## src/rtl/external_link_mux_pkg.sv

```systemverilog
// Shared decoder-stage constants and link sizing helpers
// for the external link mux and the partition top.
package external_link_mux_pkg;

    localparam int STAGE_WIDTH = 3;

    typedef logic [STAGE_WIDTH-1:0] stage_t;

    localparam stage_t STAGE_IDLE                = 3'd0;
    localparam stage_t STAGE_MEASUREMENT_LOADING = 3'd1;
    localparam stage_t STAGE_SPREAD              = 3'd2;
    localparam stage_t STAGE_GROW                = 3'd3;
    localparam stage_t STAGE_MERGE               = 3'd4;
    localparam stage_t STAGE_PEELING             = 3'd5;

    function automatic int fifo_data_size(input int address_width);
        return address_width + 4;
    endfunction

    function automatic int link_id_width(input int num_links);
        return (num_links <= 2) ? 1 : $clog2(num_links);
    endfunction

endpackage

```

## src/rtl/external_link_mux_if.sv

```systemverilog
// Link-side, TX-side and RX-side handshakes of the external link mux.
// master = mux side, slave = links/transceiver side.
interface external_link_mux_if
    import external_link_mux_pkg::*;
#(
    parameter int NUM_LINKS     = 4,
    parameter int ADDRESS_WIDTH = 6
);
    localparam int FDS = fifo_data_size(ADDRESS_WIDTH);
    localparam int IDW = link_id_width(NUM_LINKS);
    localparam int PKT = IDW + FDS;

    logic [NUM_LINKS*FDS-1:0] link_out_data;
    logic [NUM_LINKS-1:0]     link_out_valid;
    logic [NUM_LINKS-1:0]     link_out_ready;
    logic [NUM_LINKS*FDS-1:0] link_in_data;
    logic [NUM_LINKS-1:0]     link_in_valid;
    logic [NUM_LINKS-1:0]     link_in_ready;
    logic [PKT-1:0]           tx_data;
    logic                     tx_valid;
    logic                     tx_ready;
    logic [PKT-1:0]           rx_data;
    logic                     rx_valid;
    logic                     rx_ready;

    modport master (
        input  link_out_data, link_out_valid,
        output link_out_ready,
        output link_in_data, link_in_valid,
        input  link_in_ready,
        output tx_data, tx_valid,
        input  tx_ready,
        input  rx_data, rx_valid,
        output rx_ready
    );

    modport slave (
        output link_out_data, link_out_valid,
        input  link_out_ready,
        input  link_in_data, link_in_valid,
        output link_in_ready,
        input  tx_data, tx_valid,
        output tx_ready,
        output rx_data, rx_valid,
        input  rx_ready
    );

endinterface

```

## src/rtl/external_link_mux_sync_fifo_fwft.sv

```systemverilog
// First-word-fall-through synchronous FIFO with flush.
// Pushes when full and pops when empty are ignored.
module sync_fifo_fwft #(
    parameter int WIDTH = 8,
    parameter int DEPTH = 8
) (
    input  logic             clk,
    input  logic             reset,
    input  logic             flush,
    input  logic             push,
    input  logic             pop,
    input  logic [WIDTH-1:0] din,
    output logic [WIDTH-1:0] dout,
    output logic             full,
    output logic             empty
);
    localparam int AW = (DEPTH > 1) ? $clog2(DEPTH) : 1;
    localparam int CW = $clog2(DEPTH) + 1;

    logic [WIDTH-1:0] mem [DEPTH];
    logic [AW-1:0]    wptr;
    logic [AW-1:0]    rptr;
    logic [CW-1:0]    count;
    logic             do_push;
    logic             do_pop;

    assign full    = (count == CW'(DEPTH));
    assign empty   = (count == '0);
    assign do_push = push && !full;
    assign do_pop  = pop && !empty;
    assign dout    = mem[rptr];

    always_ff @(posedge clk) begin
        if (reset || flush) begin
            wptr  <= '0;
            rptr  <= '0;
            count <= '0;
        end else begin
            if (do_push) wptr <= wptr + 1'b1;
            if (do_pop)  rptr <= rptr + 1'b1;
            case ({do_push, do_pop})
                2'b10:   count <= count + 1'b1;
                2'b01:   count <= count - 1'b1;
                default: count <= count;
            endcase
        end
    end

    always_ff @(posedge clk) begin
        if (do_push) mem[wptr] <= din;
    end

endmodule

```

## src/rtl/external_link_mux.sv

```systemverilog
// Round-robin mux of external link FIFOs onto one tagged TX stream,
// and demux of the peer's RX stream back onto the link inputs.
module external_link_mux
    import external_link_mux_pkg::*;
#(
    parameter int NUM_LINKS     = 4,
    parameter int ADDRESS_WIDTH = 6,
    parameter int TX_FIFO_DEPTH = 8
) (
    input  logic                   clk,
    input  logic                   reset,
    input  logic [STAGE_WIDTH-1:0] global_stage,
    external_link_mux_if.master    lnk,
    output logic                   busy,
    output logic                   rx_bad_id
);
    localparam int FDS = fifo_data_size(ADDRESS_WIDTH);
    localparam int IDW = link_id_width(NUM_LINKS);
    localparam int PKT = IDW + FDS;

    logic                 flush;
    logic [IDW-1:0]       rr_ptr;
    logic [NUM_LINKS-1:0] gnt;
    logic                 gnt_any;
    logic [IDW-1:0]       gnt_id;
    logic [FDS-1:0]       gnt_data;
    logic                 fifo_full;
    logic                 fifo_empty;
    logic [PKT-1:0]       fifo_dout;
    logic                 tx_pop;
    int                   idx;

    assign flush = (global_stage == STAGE_MEASUREMENT_LOADING);

    // Scan starts just after the last winner so every link gets a turn.
    always_comb begin
        gnt      = '0;
        gnt_any  = 1'b0;
        gnt_id   = '0;
        gnt_data = '0;
        idx      = 0;
        if (!reset && !flush && !fifo_full) begin
            for (int k = 1; k <= NUM_LINKS; k++) begin
                idx = (int'(rr_ptr) + k) % NUM_LINKS;
                if (!gnt_any && lnk.link_out_valid[idx]) begin
                    gnt_any   = 1'b1;
                    gnt[idx]  = 1'b1;
                    gnt_id    = IDW'(idx);
                    gnt_data  = lnk.link_out_data[idx*FDS +: FDS];
                end
            end
        end
    end

    assign lnk.link_out_ready = gnt;

    always_ff @(posedge clk) begin
        if (reset || flush) rr_ptr <= IDW'(NUM_LINKS - 1);
        else if (gnt_any)   rr_ptr <= gnt_id;
    end

    sync_fifo_fwft #(
        .WIDTH (PKT),
        .DEPTH (TX_FIFO_DEPTH)
    ) u_tx_fifo (
        .clk   (clk),
        .reset (reset),
        .flush (flush),
        .push  (gnt_any),
        .pop   (tx_pop),
        .din   ({gnt_id, gnt_data}),
        .dout  (fifo_dout),
        .full  (fifo_full),
        .empty (fifo_empty)
    );

    assign lnk.tx_valid = !fifo_empty && !reset;
    assign lnk.tx_data  = fifo_dout;
    assign tx_pop       = lnk.tx_valid && lnk.tx_ready;

    logic           rv;
    logic [IDW-1:0] rid;
    logic [FDS-1:0] rpay;
    logic           rid_ready;
    logic           rx_accept;
    logic           rx_deliver;
    logic [IDW-1:0] rx_id;
    logic           rx_id_ok;

    always_comb begin
        rid_ready = 1'b0;
        for (int i = 0; i < NUM_LINKS; i++)
            if (rid == IDW'(i)) rid_ready = lnk.link_in_ready[i];
    end

    assign rx_id        = lnk.rx_data[PKT-1 -: IDW];
    assign rx_id_ok     = (int'(rx_id) < NUM_LINKS);
    assign lnk.rx_ready = !reset && (flush || !rv || rid_ready);
    assign rx_accept    = lnk.rx_valid && lnk.rx_ready;
    assign rx_deliver   = rv && rid_ready && !flush;

    // Flush drains the peer stream but keeps nothing from the old round.
    always_ff @(posedge clk) begin
        if (reset || flush) begin
            rv        <= 1'b0;
            rid       <= '0;
            rpay      <= '0;
            rx_bad_id <= 1'b0;
        end else begin
            if (rx_deliver) rv <= 1'b0;
            if (rx_accept) begin
                if (rx_id_ok) begin
                    rv   <= 1'b1;
                    rid  <= rx_id;
                    rpay <= lnk.rx_data[FDS-1:0];
                end else begin
                    rx_bad_id <= 1'b1;
                end
            end
        end
    end

    always_comb begin
        lnk.link_in_valid = '0;
        lnk.link_in_data  = '0;
        if (rv && !reset && !flush) begin
            for (int i = 0; i < NUM_LINKS; i++) begin
                if (rid == IDW'(i)) begin
                    lnk.link_in_valid[i]           = 1'b1;
                    lnk.link_in_data[i*FDS +: FDS] = rpay;
                end
            end
        end
    end

    assign busy = !reset && (!fifo_empty || (|lnk.link_out_valid)
                             || lnk.rx_valid || rv);

endmodule
```

## src/flat_wrapper.sv

```systemverilog
// flat-port wrapper written by rule: the top's interface ports become plain ports
module external_link_mux_flat import external_link_mux_pkg::*;
#(
    parameter int NUM_LINKS     = 4,
    parameter int ADDRESS_WIDTH = 6,
    parameter int TX_FIFO_DEPTH = 8
)
  (clk, reset, global_stage, busy, rx_bad_id, lnk_link_out_data, lnk_link_out_valid, lnk_link_out_ready, lnk_link_in_data, lnk_link_in_valid, lnk_link_in_ready, lnk_tx_data, lnk_tx_valid, lnk_tx_ready, lnk_rx_data, lnk_rx_valid, lnk_rx_ready);
  external_link_mux_if #(.NUM_LINKS(NUM_LINKS), .ADDRESS_WIDTH(ADDRESS_WIDTH)) lnk_i ();
  input  logic clk;
  input  logic reset;
  input  logic [STAGE_WIDTH-1:0] global_stage;
  output logic busy;
  output logic rx_bad_id;
  input wire logic [$bits(lnk_i.link_out_data)-1:0] lnk_link_out_data;
  input wire logic [$bits(lnk_i.link_out_valid)-1:0] lnk_link_out_valid;
  output wire logic [$bits(lnk_i.link_out_ready)-1:0] lnk_link_out_ready;
  output wire logic [$bits(lnk_i.link_in_data)-1:0] lnk_link_in_data;
  output wire logic [$bits(lnk_i.link_in_valid)-1:0] lnk_link_in_valid;
  input wire logic [$bits(lnk_i.link_in_ready)-1:0] lnk_link_in_ready;
  output wire logic [$bits(lnk_i.tx_data)-1:0] lnk_tx_data;
  output wire logic [$bits(lnk_i.tx_valid)-1:0] lnk_tx_valid;
  input wire logic [$bits(lnk_i.tx_ready)-1:0] lnk_tx_ready;
  input wire logic [$bits(lnk_i.rx_data)-1:0] lnk_rx_data;
  input wire logic [$bits(lnk_i.rx_valid)-1:0] lnk_rx_valid;
  output wire logic [$bits(lnk_i.rx_ready)-1:0] lnk_rx_ready;
  assign lnk_i.link_out_data = lnk_link_out_data;
  assign lnk_i.link_out_valid = lnk_link_out_valid;
  assign lnk_link_out_ready = lnk_i.link_out_ready;
  assign lnk_link_in_data = lnk_i.link_in_data;
  assign lnk_link_in_valid = lnk_i.link_in_valid;
  assign lnk_i.link_in_ready = lnk_link_in_ready;
  assign lnk_tx_data = lnk_i.tx_data;
  assign lnk_tx_valid = lnk_i.tx_valid;
  assign lnk_i.tx_ready = lnk_tx_ready;
  assign lnk_i.rx_data = lnk_rx_data;
  assign lnk_i.rx_valid = lnk_rx_valid;
  assign lnk_rx_ready = lnk_i.rx_ready;
  external_link_mux #(.NUM_LINKS(NUM_LINKS), .ADDRESS_WIDTH(ADDRESS_WIDTH), .TX_FIFO_DEPTH(TX_FIFO_DEPTH)) u_core (.clk(clk), .reset(reset), .global_stage(global_stage), .lnk(lnk_i), .busy(busy), .rx_bad_id(rx_bad_id));
endmodule
```

## config.mk

```make
export PLATFORM = sky130hd
export DESIGN_NAME = external_link_mux_flat
export DESIGN_NICKNAME = d
export VERILOG_FILES = /design/src/rtl/external_link_mux_pkg.sv /design/src/rtl/external_link_mux_if.sv /design/src/rtl/external_link_mux_sync_fifo_fwft.sv /design/src/rtl/external_link_mux.sv /design/src/flat_wrapper.sv
export SDC_FILE = /design/constraint.sdc
export NUM_CORES = 1
export LEC_CHECK = 0
export CAP_MARGIN = 10
export CELL_PAD_IN_SITES_DETAIL_PLACEMENT = 1
export CELL_PAD_IN_SITES_GLOBAL_PLACEMENT = 1
export CORE_MARGIN = 4
export CORE_UTILIZATION = 48
export CTS_BUF_LIST = sky130_fd_sc_hd__clkbuf_8
export CTS_CLUSTER_DIAMETER = 40
export CTS_CLUSTER_SIZE = 28
export DETAILED_ROUTE_END_ITERATION = 6
export PLACE_DENSITY_LB_ADDON = 0.12
export SYNTH_ARGS = -nofsm -noshare
export SYNTH_HDL_FRONTEND = slang
export SYNTH_SLANG_ARGS = --single-unit
```

## constraint.sdc

```tcl
create_clock -name clk -period 7.8 [get_ports clk]
set_input_delay 1.17 -clock clk [delete_from_list [all_inputs] [get_ports clk]]
set_output_delay 1.17 -clock clk [all_outputs]
set_load 0.03 [all_outputs]
```

# ---- Word level (Yosys, flattened, before mapping)
# Memories as Yosys holds them, arrays and structs flattened. A register that Yosys moved wholly into a read port is not among the register bits.
# Cells that the tools add are included.
dict set report totals {
  word_cells 156
  mem_bits_rw 96
  regBits 25
  n_memories 1
  input_bits 67
  output_inout_bits 64
}
# memory words width read_ports rd_ports_with_merged_regs wr line
set memory_table {}
lappend memory_table {u_core.u_tx_fifo.mem 8 12 1 1 1 external_link_mux_sync_fifo_fwft.sv:20} ;# logic [WIDTH-1:0] mem [DEPTH];
dict set report classes {
  n_bitwise 7
  n_eq_ne 7
  add_sub_neg 8
  n_shift 4
  mux 67
  multipliers 4
  n_lt_le_gt_ge 8
  n_reduce_logical 43
}
# operator n
set op_table {}
lappend op_table {{$shiftx A40 B32 Y10} 4}
lappend op_table {{$mux W10} 9}
lappend op_table {{$mux W40} 1}
lappend op_table {{$mux W4} 9}
lappend op_table {{$mux W1} 32}
lappend op_table {{$mul A3 B4 Y7 const B} 4}
lappend op_table {{$logic_and A1 B1 Y1} 20}
lappend op_table {{$lt A3 B4 Y1 const B} 4}
lappend op_table {{$ge A3 B1 Y1 const B} 4}
lappend op_table {{$or A4 B4 Y4} 3}
lappend op_table {{$mux W2} 5}
lappend op_table {{$bmux W1 S2} 4}
lappend op_table {{$demux W1 S2} 4}
lappend op_table {{$logic_not A1 Y1} 8}
lappend op_table {{$pmux W4 S2} 1}
lappend op_table {{$reduce_or A2 Y1} 4}
lappend op_table {{$add A3 B1 Y3 const B} 2}
lappend op_table {{$eq A2 B2 Y1 const B} 3}
lappend op_table {{$logic_or A1 B1 Y1} 6}
lappend op_table {{$mux W3} 2}
lappend op_table {{$add A2 B1 Y2 const B} 2}
lappend op_table {{$add A2 B2 Y2 const B} 2}
lappend op_table {{$add A4 B1 Y4 const B} 1}
lappend op_table {{$and A1 B1 Y1 const A} 4}
lappend op_table {{8 further kinds} 10}

# ---- Depth between registers and ports, before layout
dict set report depth {
  word_depth 23
  depth_mapped 17
  ltp_nobuf 13
}

# ---- Cells and area by module
# Synthesis repeated with hierarchy kept, for this count alone.
dict set report hier_totals {
  cells_unflattened 542
  area_unflattened_um2 7149.4
}
# mod n_inst seq_area_each_um2 area_each_um2 cells_per_inst
set by_module_without_submodules {}
lappend by_module_without_submodules {sync_fifo_fwft 1 3143.0 4365.4 215}
lappend by_module_without_submodules {external_link_mux 1 300.3 2783.9 327}

# ---- Worst setup path after synthesis
# Ideal clock, no wire load.
dict set report synth_path {
  path_kind {reg2out}
  startpoint {register u_core.rr_ptr[1]}
  endpoint {output port lnk_link_out_ready[0]}
  path_slack_ps 3477
  stages_incl_launch_ff 12
  arrival_time_ps 3153
  required_time_ps 6630
  cell_sequence {dfxtp_1 buf_2 buf_2 buf_2 inv_1 ha_1 buf_2 mux4_2 nor4b_4 buf_6 nand2_1 a21oi_1}
}
dict set report synth_via {
  elab_chain_len 18
}
# item line
set synth_rtl {}
lappend synth_rtl {{start, declared} external_link_mux.sv:22} ;# logic [IDW-1:0] rr_ptr;
lappend synth_rtl {{start signal, assigned} external_link_mux.sv:58} ;# if (reset || flush) rr_ptr <= IDW'(NUM_LINKS - 1);
lappend synth_rtl {{start signal, assigned} external_link_mux.sv:59} ;# else if (gnt_any) rr_ptr <= gnt_id;
lappend synth_rtl {{$add A2 B1 Y2} external_link_mux.sv:44} ;# idx = (int'(rr_ptr) + k) % NUM_LINKS;
lappend synth_rtl {{$reduce_or A2 Y1 (no source line) / $bmux W1 S2 (equally long branches)} --}
lappend synth_rtl {{$and A1 B1 Y1 (no source line) / $mux W1 (equally long branches)} --}
lappend synth_rtl {{$lt A3 B4 Y1 (implied by the code), or another cell as far along} external_link_mux.sv:47} ;# gnt[idx] = 1'b1;
lappend synth_rtl {{$logic_and A1 B1 Y1 (implied by the code) / $mux W1 (equally long branches)} {external_link_mux.sv:47, external_link_mux.sv:45}}
lappend synth_rtl {{$mux W1 (on tied branches)} {external_link_mux.sv:47, external_link_mux.sv:42}}
lappend synth_rtl {{$demux W1 S2 / $logic_not A1 Y1 (equally long branches)} --}
lappend synth_rtl {{$mux W4 / $logic_and A1 B1 Y1 (equally long branches)} external_link_mux.sv:45} ;# if (!gnt_any && lnk.link_out_valid[idx]) begin
lappend synth_rtl {{[2 not listed]} --}
lappend synth_rtl {{$mux W4 / $logic_not A1 Y1 (equally long branches)} external_link_mux.sv:45}
lappend synth_rtl {{$mux W4 / $logic_and A1 B1 Y1 (equally long branches)} {external_link_mux.sv:42, external_link_mux.sv:45}}
lappend synth_rtl {{$or A4 B4 Y4 (no source line) / $mux W1 (equally long branches)} --}
lappend synth_rtl {{$mux W4 / $mux W1 (equally long branches)} {external_link_mux.sv:45, external_link_mux.sv:42}}
lappend synth_rtl {{$mux W4 / $logic_not A1 Y1 (equally long branches)} {external_link_mux.sv:42, external_link_mux.sv:45}}
lappend synth_rtl {{$or A4 B4 Y4 (no source line) / $logic_and A1 B1 Y1 (equally long branches)} --}
lappend synth_rtl {{$mux W4 (*)} external_link_mux.sv:45}
lappend synth_rtl {{$mux W4 (*)} external_link_mux.sv:42} ;# if (!reset && !flush && !fifo_full) begin
lappend synth_rtl {{end, declared} flat_wrapper.sv:17} ;# output wire logic [$bits(lnk_i.link_out_ready)-1:0] lnk_link_out_ready;
# Mark *: on every way between the ends. The rest lies on a longest branch, timed or not. The select of a mux whose other input is x is not followed.

# ---- Worst setup path after layout
dict set report layout_path {
  startpoint {register u_core.rr_ptr[0]}
  endpoint {output port lnk_link_out_ready[2]}
}
# Same word-level chain as after synthesis.

==> flow_metrics.env <==
export IMPL_status="complete, no violations"
export IMPL_fin_util_pct=62.2
export IMPL_ff_latch_area_mm2=0.00344
export IMPL_synth_largest_area_cell="edfxtp_1"
export IMPL_final_min_clock_period_ns=6.01
export IMPL_wl_met1_mm=7.18
export IMPL_port_buffers=129
export IMPL_dr_wl_met3_um=808
export IMPL_cts_setup_buffers=0
export IMPL_area_growth_pct=25.1
export IMPL_drive_gt1_share_pct=21.1
export IMPL_grt_pass1_vias=5027
export IMPL_fp_dieH_um=129
export IMPL_slew_headroom_pct=23.0
export IMPL_grt_overflow_total=0
export IMPL_vias=4782
export IMPL_antenna_found_initial=0
export IMPL_setup_viol=0
export IMPL_rsz0062_at_grt="no"
export IMPL_clockBufferDepth=2
export IMPL_p_total_uw=2730
export IMPL_crit_arrival_ns=4.84
export IMPL_syn_avg_cell_area_um2=14.1
export IMPL_syn_nets=575
export IMPL_fillers=1341
export IMPL_grt_max_degree=58
export IMPL_rows=43
export IMPL_hp_class="reg -> reg"
export IMPL_synth_edf_count=96
export IMPL_peakVddDrop_uv=210
export IMPL_cp_required_ns=6.63
export IMPL_routed_wl_mm=17.7
export IMPL_die_w_um=129
export IMPL_die_area_mm2=0.0165
export IMPL_critPathMaxFanout=57
export IMPL_ys_seq_elements=124
export IMPL_top_layer="met4"
export IMPL_core_area_mm2=0.0140
export IMPL_r2r_slack_ns=2.85
export IMPL_clkLatencyLatePin_ns=0.43
export IMPL_cap_viol_max_count=0
export IMPL_synth_top_area_share_pct=41.3
export IMPL_worstMarginPinSlew_ns=1.15
export IMPL_async_flop_share_pct=0
export IMPL_tns_ns=0
export IMPL_syn_inst=495
export IMPL_cts_sinks=124
export IMPL_cts_root_buf="clkbuf_8"
export IMPL_crit_type="reg -> out"
export IMPL_cellLeakagePower_uw=0.00301
export IMPL_path_clk_slew_ns=0.07
export IMPL_endpoint_kind="primary output"
export IMPL_start_util_pct=49.7
export IMPL_post_drt_via_cell_ratio=5.93
export IMPL_track_usage_pct=22.2
export IMPL_cts_resized=0
export IMPL_ant_nets=0
export IMPL_dr_first_iter_drc_count=342
export IMPL_hold_slack_ns=0.523
export IMPL_fin_worst_skew_ns=0.00865
export IMPL_antenna_cells=0
export IMPL_num_nets_final=694
export IMPL_fin_crit_sh_pct=77.1
export IMPL_syn_cell_area_mm2=0.00698
export IMPL_p_per_area_mw_per_mm2=313
export IMPL_report_final_slew_viol_count=0
export IMPL_ctsHoldBuffers=0
export IMPL_cts_tree="built"
export IMPL_cts_htree_levels=4
export IMPL_hold_violations=0
export IMPL_synth_top_flop_cell="edfxtp_1"
export IMPL_synthTopCellsByArea="edfxtp_1 41%, mux4_2 22%, dfxtp_1 8.0%, and2_1 3.6%, mux2i_1 2.7%"
export IMPL_io_pin_count=131
export IMPL_place_gp_congestion=0.845
export IMPL_grt_pass1_wl_mm=28.2
export IMPL_firstDrtPassIters=5
export IMPL_startpoint_type="flip-flop"
export IMPL_wl_met2_mm=9.46
export IMPL_cts_buffers=17
export IMPL_synth_cell_types=51
export IMPL_post_drt_wl_per_cell_um=22.0
export IMPL_synth_warnings=0
export IMPL_drc_errors=0
export IMPL_ys_seq_area_share_pct=49.3
export IMPL_multi_input_area_mm2=0.00329
export IMPL_clock_fmax_ghz=0.166
export IMPL_dp_hpwl_mm=12.7
[critical path, stage by stage, from the launching register on]
cell             delay [ns]
dfxtp_2                0.31
buf_4                  0.60
inv_1                  0.31
ha_1                   0.81
mux4_2                 0.59
nor4b_4                0.77
nand2_1                0.11
a21oi_1                0.18
clkdlybuf4s50_1        0.71
[cells in the final DEF (no fill, tap or decap), types with 2 or more instances in the layout]
cell type,instances
a2111oi_2,2
a211o_1,2
a21oi_1,22
a221o_1,7
a22o_1,2
a22oi_1,2
and2_1,40
buf_4,12
clkbuf_8,21
clkdlybuf4s50_1,129
clkinv_2,3
clkinvlp_4,2
dfxtp_1,27
edfxtp_1,96
ha_1,13
inv_1,8
mux2_2,14
mux2i_1,19
mux4_2,68
nand2_1,28
nand2b_1,2
nand3_1,2
nand3b_1,3
nor2_1,40
nor2b_4,2
nor3_1,6
nor3b_1,5
nor4bb_1,2
o211ai_1,3
o21a_1,3
o21ai_0,13
o21bai_1,2
or3_1,3
xor2_1,4
[where the power goes]
part	switching (µW)	total [µW]	internal, µW
clock network	236	514	278
logic	721	1320	598
registers	31.7	900	868
total	989	2730	1740
[synthesized netlist by cell type (3+ instances only)]
master and number:
buf_2 15, o211ai_1 3, edfxtp_1 96, o21a_1 3, nor3b_1 5, nand3b_1 3
buf_4 4, a221o_1 7, nand2_1 28, and2_1 40, xor2_1 4, o21ai_0 13
mux2_2 14, or3_1 3, ha_1 13, clkbuf_1 16, nor2_1 40, dfxtp_1 28
buf_6 5, inv_1 4, a21oi_1 22, mux4_2 68, mux2i_1 19, nor3_1 6
[final cells by class]
| cell class | instances | share of cell area [%] |
|---|---|---|
| clock buffer | 21 | 3.31 |
| timing repair buffer | 142 | 15.9 |
| clock inverter | 11 | 0.903 |
| tap | 180 | 2.58 |
| inverter | 4 | 0.172 |
| multi-input combinational | 325 | 37.7 |
| sequential | 124 | 39.5 |
[path summary, 6_finish.rpt]
check | startpoint | depth (start not counted) | to
worst min register to register | u_core.u_tx_fifo.count[3]$_SDFFE_PP0P_ | 2 | u_core.u_tx_fifo.count[3]$_SDFFE_PP0P_
worst min-delay path | u_core.u_tx_fifo.count[3]$_SDFFE_PP0P_ | 2 | u_core.u_tx_fifo.count[3]$_SDFFE_PP0P_
worst max-delay path | u_core.rr_ptr[0]$_SDFFE_PP1N_ | 8 | lnk_link_out_ready[2]
worst max register to register | u_core.rr_ptr[0]$_SDFFE_PP1N_ | 13 | u_core.u_tx_fifo.count[3]$_SDFFE_PP0P_
[routing by layer]
metal  up-vias  track usage, %
li1       2176               -
met1      2436            29.2
met2       143            37.6
met3        27            3.99
met4         0            7.29
met5         -               0
[cells by family (layout without fill, tap and decap cells)]
family                     after synthesis  count (layout)  share of synthesized area [%]
muxes                                  101             101                           26.9
buffers and inverters                   46             178                           3.51
xor gates and xnor gates                 5               5                          0.627
AOI/OAI and AO/OA                       65              65                           6.38
adders and majority gates               13              13                           2.33
and+or+nand+nor                        140             140                           10.8
other                                    1               1                         0.0537
DFF                                    124             124                           49.3
[flip-flops by register name, indices dropped and copies added, names as in the netlist, named ones only]
register	flops
u_core.u_tx_fifo.mem	96
u_core.rpay	10
u_core.u_tx_fifo.count	4
u_core.u_tx_fifo.rptr	3
u_core.u_tx_fifo.wptr	3
u_core.rid	2
u_core.rr_ptr	2
u_core.rv	1
[through the flow]
step | area [µm²] | instances | worst slack [ns]
3_3_place_gp | 8360 | 774 | 2.38
4_1_cts | 8730 | 806 | 1.66
5_1_grt | 8730 | 807 | 1.33
3_5_place_dp | 8360 | 774 | 2.17
2_1_floorplan | 6980 | 495 | 3.48
6_report | 8730 | 807 | 1.79
Power figures use the tool's default switching activity.
